File: src/rtl/insn_encoder.sv
// insn_encoder
// Packs decoded instruction fields back into 32-bit instruction words and
// streams them into instruction memory. Used by the boot/program loader and
// by benches that build imem images from symbolic instructions.
//
// Supported subset: R-type add/sub/and/or/sll/sra (opcode 00000, aluop 0..5)
// plus I-type addi (00101), sw (00111) and lw (01000).
//
// Ports:
//   clock        system clock, rising edge
//   reset        synchronous, active-low reset
//   start        one-cycle pulse: rewind pointer, clear count/full/err_illegal
//   in_valid     field bundle valid
//   in_ready     encoder can accept a bundle (high only in IDLE)
//   in_opcode    opcode field
//   in_rd        destination register
//   in_rs        source register 1
//   in_rt        source register 2 (R-type only)
//   in_shamt     shift amount (R-type only)
//   in_aluop     ALU function (R-type only)
//   in_imm       17-bit immediate (I-type only)
//   imem_we      write request, held until imem_ack
//   imem_addr    write address
//   imem_wdata   encoded word
//   imem_ack     imem accepted the write this cycle
//   count        words written since last start/reset
//   full         2**ADDR_W words written; input blocked until start
//   err_illegal  sticky flag for an unsupported opcode/aluop
module insn_encoder #(
    parameter int                 ADDR_W    = 12,
    parameter logic [ADDR_W-1:0]  BASE_ADDR = '0
) (
    input  logic              clock,
    input  logic              reset,
    input  logic              start,
    input  logic              in_valid,
    output logic              in_ready,
    input  logic [4:0]        in_opcode,
    input  logic [4:0]        in_rd,
    input  logic [4:0]        in_rs,
    input  logic [4:0]        in_rt,
    input  logic [4:0]        in_shamt,
    input  logic [4:0]        in_aluop,
    input  logic [16:0]       in_imm,
    output logic              imem_we,
    output logic [ADDR_W-1:0] imem_addr,
    output logic [31:0]       imem_wdata,
    input  logic              imem_ack,
    output logic [ADDR_W:0]   count,
    output logic              full,
    output logic              err_illegal
);

    localparam logic [4:0] OP_RTYPE = 5'b00000;
    localparam logic [4:0] OP_ADDI  = 5'b00101;
    localparam logic [4:0] OP_SW    = 5'b00111;
    localparam logic [4:0] OP_LW    = 5'b01000;

    // Word count that means "memory completely written".
    localparam logic [ADDR_W:0] DEPTH = {1'b1, {ADDR_W{1'b0}}};

    typedef enum logic [1:0] {IDLE, WRITE, FULL} state_t;

    state_t            state_q,      state_d;
    logic [ADDR_W-1:0] addr_q,       addr_d;
    logic [31:0]       wdata_q,      wdata_d;
    logic [ADDR_W:0]   count_q,      count_d;
    logic              full_q,       full_d;
    logic              err_q,        err_d;
    logic              startPend_q,  startPend_d;

    logic              isLegal;
    logic [31:0]       encWord;
    logic [4:0]        rtField;
    logic [4:0]        shamtField;
    logic [ADDR_W:0]   countInc;

    // Combinational encoder. Fields that have no meaning for a given ALU
    // function are forced to zero so equivalent instructions always produce
    // the same word: shamt for add/sub/and/or, rt for the shifts.
    always_comb begin
        isLegal    = 1'b0;
        encWord    = '0;
        rtField    = '0;
        shamtField = '0;
        case (in_opcode)
            OP_RTYPE: begin
                if (in_aluop <= 5'd5) begin
                    isLegal    = 1'b1;
                    rtField    = (in_aluop >= 5'd4) ? 5'd0 : in_rt;
                    shamtField = (in_aluop >= 5'd4) ? in_shamt : 5'd0;
                    encWord    = {in_opcode, in_rd, in_rs, rtField,
                                  shamtField, in_aluop, 2'b00};
                end
            end
            OP_ADDI, OP_SW, OP_LW: begin
                isLegal = 1'b1;
                encWord = {in_opcode, in_rd, in_rs, in_imm};
            end
            default: ;
        endcase
    end

    assign countInc = count_q + (ADDR_W + 1)'(1);

    // Next-state logic. A start seen during WRITE is remembered and applied
    // on the ack edge in place of the normal advance, so the in-flight word
    // always lands at the address it was issued with.
    always_comb begin
        state_d     = state_q;
        addr_d      = addr_q;
        wdata_d     = wdata_q;
        count_d     = count_q;
        full_d      = full_q;
        err_d       = err_q;
        startPend_d = startPend_q;

        case (state_q)
            IDLE: begin
                if (start) begin
                    addr_d  = BASE_ADDR;
                    count_d = '0;
                    full_d  = 1'b0;
                    err_d   = 1'b0;
                end
                if (in_valid) begin
                    if (isLegal) begin
                        wdata_d = encWord;
                        state_d = WRITE;
                    end else begin
                        err_d = 1'b1;
                    end
                end
            end
            WRITE: begin
                if (start) begin
                    startPend_d = 1'b1;
                end
                if (imem_ack) begin
                    startPend_d = 1'b0;
                    state_d     = IDLE;
                    if (startPend_q || start) begin
                        addr_d  = BASE_ADDR;
                        count_d = '0;
                        full_d  = 1'b0;
                        err_d   = 1'b0;
                    end else begin
                        addr_d  = addr_q + ADDR_W'(1);
                        count_d = countInc;
                        if (countInc == DEPTH) begin
                            full_d  = 1'b1;
                            state_d = FULL;
                        end
                    end
                end
            end
            FULL: begin
                if (start) begin
                    addr_d  = BASE_ADDR;
                    count_d = '0;
                    full_d  = 1'b0;
                    err_d   = 1'b0;
                    state_d = IDLE;
                end
            end
            default: state_d = IDLE;
        endcase
    end

    // State register with synchronous active-low reset; reset drops any
    // pending write outright.
    always_ff @(posedge clock) begin
        if (!reset) begin
            state_q     <= IDLE;
            addr_q      <= BASE_ADDR;
            wdata_q     <= '0;
            count_q     <= '0;
            full_q      <= 1'b0;
            err_q       <= 1'b0;
            startPend_q <= 1'b0;
        end else begin
            state_q     <= state_d;
            addr_q      <= addr_d;
            wdata_q     <= wdata_d;
            count_q     <= count_d;
            full_q      <= full_d;
            err_q       <= err_d;
            startPend_q <= startPend_d;
        end
    end

    assign in_ready    = (state_q == IDLE);
    assign imem_we     = (state_q == WRITE);
    assign imem_addr   = addr_q;
    assign imem_wdata  = wdata_q;
    assign count       = count_q;
    assign full        = full_q;
    assign err_illegal = err_q;

endmodule

File: config.mk
export PLATFORM = sky130hd
export DESIGN_NAME = insn_encoder
export DESIGN_NICKNAME = d
export VERILOG_FILES = /design/src/rtl/insn_encoder.sv
export SDC_FILE = /design/constraint.sdc
export NUM_CORES = 1
export LEC_CHECK = 0
export BUFFER_PORTS_ARGS = -buffer_cell sky130_fd_sc_hd__buf_2
export CAP_MARGIN = 20
export CORE_ASPECT_RATIO = 1.1
export CORE_MARGIN = 2
export CORE_UTILIZATION = 49
export DETAILED_ROUTE_END_ITERATION = 10
export GPL_TIMING_DRIVEN = 1
export PLACE_DENSITY = 0.87
export SLEW_MARGIN = 20
export SYNTH_ARGS = -nofsm -noshare
export SYNTH_HDL_FRONTEND = slang
export SYNTH_SLANG_ARGS = --single-unit
File: constraint.sdc
create_clock -name clock -period 2.7 [get_ports clock]
set_clock_uncertainty 0.1 [all_clocks]
set_input_delay 0.135 -clock clock [delete_from_list [all_inputs] [get_ports clock]]
set_output_delay 0.135 -clock clock [all_outputs]
set_load 0.02 [all_outputs]
# After elaboration in Yosys (flattened, before gate mapping)
# Index checks and enable logic that the tools add are counted.
# Widths: inputs -> output; s select.
word_totals:
  n_memories: 0
  ramBits: 0
  rom_bits: 0
  in_bits: 52
  output_inout_bits: 61
  latchBits: 0
  register_bits: 62
  word_cells: 72
classes:
  order_cmp: 2
  reduce_logical: 14
  shifts: 0
  div: 0
  n_eq_ne: 13
  mul: 0
  bitwise: 0
  addsub: 2
  mux: 34
op_table:
  columns: ["operator", "n"]
  rows:
  - ["$pmux 32 s2", 1]
  - ["$mux 13", 3]
  - ["$mux 12", 3]
  - ["$mux 32", 1]
  - ["$pmux 13 s2", 1]
  - ["$pmux 12 s2", 1]
  - ["$add 13x1->13 const B", 1]
  - ["$eq 13x13->1 const B", 1]
  - ["$add 12x1->12 const B", 1]
  - ["$mux 1", 12]
  - ["$mux 2", 6]
  - ["$eq 5x3->1 const B", 2]
  - ["$mux 5", 2]
  - ["$reduce_and 3->1", 3]
  - ["$ne 2x1->1 const B", 4]
  - ["$reduce_and 4->1", 2]
  - ["$pmux 2 s3", 1]
  - ["$eq 5x4->1 const B", 1]
  - ["$ge 5x3->1 const B", 1]
  - ["$le 5x3->1 const B", 1]
  - ["$logic_not 5->1", 1]
  - ["$ne 2x2->1 const B", 2]
  - ["$pmux 1 s2", 2]
  - ["$reduce_bool 2->1", 2]
  - ["other kinds (10)", 10]

# Logic depth before layout (Yosys ltp)
logic_depth:
  ltp_word: 6
  depth_mapped: 9
  depth_no_buf: 7

# Least setup slack after synthesis
# OpenSTA, ideal clock, no wires.
synth_timing:
  path_type: "register -> register"
  from: "reg state_q[0]"
  to: "reg addr_q[7] (netlist: imem_addr[7])"
  synth_period_minus_slack_ns: 2.241
  slack_ns: 0.459
  required_time_ns: 2.472
  n_path_buf: 2
  t_arrival_ns: 2.013
  path_stages_with_launch: 10
  setup_ns: 0.128
  cell_sequence: "dfxtp_1 > inv_1 > ha_1 > buf_2 > o21bai_1 > o311ai_2 > buf_2 > nor4_1 > xnor2_1 > nor2_1"
synth_between:
  elab_chain_cells: 4
  word_cells_on_any_way: 9
  classes_between: "eq/ne: 4; mux: 1; reduce/logical: 4"
synth_rtl:
  columns: ["item", "line_no", "source"]
  rows:
  - ["start: declaration", "64", "state_t state_q, state_d;"]
  - ["start signal: assignment", "182", "state_q <= state_d;"]
  - ["$logic_not 2->1 (*)", null, null]
  - ["via in_ready", "37", "output logic in_ready,"]
  - ["$reduce_or 2->1 (no line) (*)", null, null]
  - ["$ne 2x1->1 (no line) or $reduce_bool 2->1 (tied branches)", null, null]
  - ["$reduce_and 3->1 (no line)", null, null]
  - ["end signal: assignment", "183", "addr_q <= addr_d;"]
  - ["end: declaration", "65", "logic [ADDR_W-1:0] addr_q, addr_d;"]
# Mark *: on every way through the listed nets, which the timed path passes. The rest lies on a longest branch.
# A chain may end at the register's enable or synchronous reset.

# Worst setup path in the final report
layout_timing:
  from: "reg state_q[0]"
  to: "reg count_q[5] (netlist: count[5])"
layout_between:
  elab_chain_cells: 4
  word_cells_on_any_way: 9
  classes_between: "eq/ne: 4; mux: 1; reduce/logical: 4"
layout_rtl:
  columns: ["item", "line_no", "source"]
  rows:
  - ["$eq 2x2->1 or $logic_not 2->1 (tied branches)", "118", "case (state_q)"]
  - ["$reduce_or 2->1 (no line)", null, null]
  - ["$ne 2x1->1 (no line) or $reduce_bool 2->1 (tied branches)", null, null]
  - ["$reduce_and 3->1 (no line)", null, null]
  - ["end signal: assignment", "185", "count_q <= count_d;"]
  - ["end: declaration", "67", "logic [ADDR_W:0] count_q, count_d;"]
# Parallel ways exist; a longest one is shown, timed or not.

==> run summary <==
The number of antenna-violating nets in the routed design was 0; the maximum number of pins on one net before global-route repair was 33. After synthesis, flip-flops and latches occupy 42.4% of the total area. The source-to-sink clock delay at the later pin of the worst-skew pair came out at 340 ps. Compared with the post-synthesis result, the final layout area differs by 39.2%.

Of all cell types, the one taking the most synthesized area is sky130_fd_sc_hd__dfxtp_1. The cell sitting at the root of the clock tree is a sky130_fd_sc_hd__clkbuf_8. For this run, design rule violations remaining after detail routing come to 0. Across the VDD grid, the largest voltage drop is 0.387 mV. A synthesized cell averages 8.51 sq um. The tree built by TritonCTS fans out to 62 sinks.

The final instance area came out at 4070 sq um. The max-slew violation count was 0. The total cell area at the placement stage is 3510 sq um, and the max-slew headroom at the worst pin is 43.4%.

The critical path goes through inv_1 -> ha_1 -> nor4_2 -> nand2_1 -> or4_1 -> a21oi_1. For the number of antenna violations at the first check in global routing, the log shows 0. Setup repair after global routing left no endpoint under its margin. The number of clock buffers added by TritonCTS is 9. The portion of synthesized cell area occupied by the leading cell type works out to 42.4%.

The run gives 426 as the total of fill cells in the finished design. The run gives 53 as the number of different library cells in the post-synthesis netlist. The clock network is responsible for 43.0% of the overall power. The run gives 1.72 nW as the static leakage power. In this run, synthesis produced a sequential element count of 62. The count of final hold-check violations was 0. Global routing used 25.7% of the available tracks. Arrival time at the worst endpoint: 2650 ps. The run gives 2 as the deepest clock path buffer count. 0 antenna diodes ended up in the layout.

The first global-routing pass estimated 13.6 mm of wire. Power comes to 2.13 mW. During placement, the flow inserted port buffers numbering 112.

For this run, the leading register cell type out of synthesis is sky130_fd_sc_hd__dfxtp_1. The floorplan has 29 rows. The run gives 2923 as the number of global-route vias before repair. The number of standard cells after synthesis was 344; the share of synthesized flip-flops with an asynchronous set or reset was 0%. The area of the die was 6610 sq um; the worst endpoint required time was 2860 ps. By area the synthesized netlist is led by sky130_fd_sc_hd__dfxtp_1 42%, sky130_fd_sc_hd__nand2_1 6.4%, sky130_fd_sc_hd__a21oi_1 5.5%, sky130_fd_sc_hd__nor2_1 4.0%, sky130_fd_sc_hd__nor3_1 3.8%. Summed over all nets, the half-perimeter wirelength after detailed placement is 5.33 mm. The internal power of the cells totals 1.58 mW. Combinational logic burns 12.8% of the power. The number of gates resized after CTS was 0. The switching portion of total power was 26.0%. Dividing the detail-routed via count by the number of cells gives 5.53.

Time the final worst path needs with I/O delays and setup: 2500 ps. The tools report the floorplan core area as 5770 sq um. Summing every instance area after synthesis gives 2930 sq um. The run gives 546 as the total number of nets in the final design. The count of H-tree levels built during CTS was 3; the measured slew at the worst slew-check pin was 842 ps. The fraction of final layout cells sized beyond drive strength 1 is 29.4%. The worst hold path class is in2reg. Measured along the y axis, the die boundary spans 85.1 um.

The gate family responsible for the most delay along the worst path was simple AND/OR/NAND/NOR gates. The slowest stage of the critical path is the sky130_fd_sc_hd__or4_1 cell. In this run, flip-flops and latches consume 44.3% of the power.

The run gives 113 as the top-level I/O count. The tool flagged a number of max-cap violations equal to 0. In the final timing run, aggregate negative setup slack is 0 ps. Routability-driven placement finished with a final weighted congestion of 0.865. Timing would allow up to 0.401 GHz. For this block, the initial DRC count from the detailed router was 207. The worst setup path is of the reg2reg kind. The maximum fanout along the worst path is 11, and the power per cell area is 523 nW/um^2.

The number of buffer and inverter instances along the worst setup path came out at 1. The number of nets in the synthesized netlist is 402. The final worst-path cycle share works out to 92.4%.

Measured along the x axis, the die boundary spans 77.7 um. STA classifies the critical path endpoint as a register. The flow ran to the end, and the final reports show no timing, DRC or antenna violations. On the worst path, the slowest cell contributes a delay of 540 ps. The routed via count is 3151. The logs give 50.7% for the initial cell density of the core and 0 for the sum of overflow across all layers after global routing. TritonCTS built the clock tree.

Setup violations remaining at the end of the flow were counted as 0. Dividing the detail-routed wire length by the instance count gives 14.8 um. After clock tree synthesis, the clock-pin slew on the worst setup and hold paths is 70 ps. The final layout contains routed wiring with a total length of 8.43 mm. The worst setup path is launched from a register. During synthesis, Yosys emitted a total of 0 warnings. The first detailed-routing pass ran for 4 iterations. Number of flops mapped to enable cells by yosys: 0. The analysis attributes to net switching a power of 0.554 mW.
[placed cells by master, fill, tap and decap left out, drive strengths merged, types with 2 or more instances in the layout]
cell,synthesis,routed
or4,2,2
xor2,5,5
o21a,7,7
nor3b,2,2
nand2,50,50
nor4,7,7
dfxtp,62,62
o21ai,2,2
xnor2,10,10
a221oi,12,12
a21oi,33,33
nand4,5,5
nor2,31,31
dlygate4sd3,0,34
or3,4,4
nor2b,5,5
inv,9,10
clkinv,1,3
clkinvlp,0,2
a211oi,3,3
nand3,17,17
bufinv,0,2
buf,11,118
nor3,22,22
and4,4,4
and3,3,3
and2,2,2
clkbuf,8,9
a21o,2,2
ha,6,6
[routing by layer]
layer / share of wire, % / up-vias / global-route usage [%]
met4: 2.2 / 0 / 11.7
met5: 0 / - / 0
li1: - / 1522 / -
met3: 9.1 / 22 / 8.51
met2: 49 / 164 / 43.7
met1: 40 / 1443 / 29.3
[state kept, by name, indices dropped and copies added, names as in the netlist]
| register | count |
|---|---|
| err_illegal | 1 |
| state_q | 2 |
| count | 13 |
| imem_addr | 12 |
| startPend_q | 1 |
| imem_wdata | 32 |
| full | 1 |
[Yosys cell counts, drive strengths merged (5+ instances only)]
master,instances
ha,6
o21a,7
buf,11
clkbuf,8
a221oi,12
dfxtp,62
inv,9
nand4,5
nor4,7
nor3,22
xnor2,10
nand2,50
a21oi,33
xor2,5
nor2,31
nor2b,5
nand3,17
[power by group through the flow]
stage	Clock (mW)	Sequential [mW]	Combinational (mW)
global route	0.971	0.945	0.297
global placement	0	0.963	0.222
detailed placement	0	0.964	0.227
floorplan	0	0.981	0.124
CTS	0.923	0.943	0.265
finish	0.915	0.943	0.272
[final timing paths]
check / depth (start not counted) / slack (ps) / from / to
worst max-delay path: 6 / 200 / state_q[0] / count[5]
worst max register to register: 6 / 200 / state_q[0] / count[5]
worst min register to register: 2 / 350 / imem_wdata[18] / imem_wdata[18]
worst min-delay path: 3 / 10 / in_imm[11] / imem_wdata[11]
[repair_timing]
action                    in CTS  in global routing
setup buffers                  0                  0
hold buffers                  34                  0
hold endpoints to repair      29                  0
[tightest hold or removal path: cells and delay by family]
kind | cells | cell delay [ps]
compound gates | 1 | 60
simple gates | 1 | 120
buf+inv | 1 | 90
[logic make-up (layout without fill, tap and decap cells)]
| logic type | Yosys count | in the layout | synth area share (%) |
|---|---|---|---|
| AO/OA/AOI/OAI | 71 | 71 | 17.7 |
| XOR/XNOR | 15 | 15 | 4.49 |
| adder cells (fa/ha/maj) | 6 | 6 | 2.57 |
| buffers and inverters | 29 | 178 | 5.26 |
| flip-flops | 62 | 62 | 42.4 |
| multiplexers | 2 | 2 | 0.727 |
| AND/OR/NAND/NOR | 159 | 159 | 26.8 |
[through the flow]
stage / hold WS, ps / setup slack [ps] / std cells / util (%)
final: 10.2 / 204 / 570 / 70.6
after global routing: 20.7 / 0.690 / 570 / 70.6
after CTS: 0.0122 / 201 / 570 / 70.6
after detailed placement: 250 / 204 / 520 / 60.9
after global placement: 250 / 327 / 520 / 60.9
after floorplan: 135 / 459 / 344 / -
[cell type report]
cell class / instances / area (sq um) / area share, %
multi-input combinational: 253 / 1530 / 37.6
timing repair buffer: 152 / 946 / 23.2
tap: 77 / 96.3 / 2.36
inverter: 10 / 37.5 / 0.921
clock buffer: 9 / 124 / 3.04
sequential: 62 / 1240 / 30.5
clock inverter: 7 / 97.6 / 2.40
No activity file was read; power rests on OpenSTA's default activity.
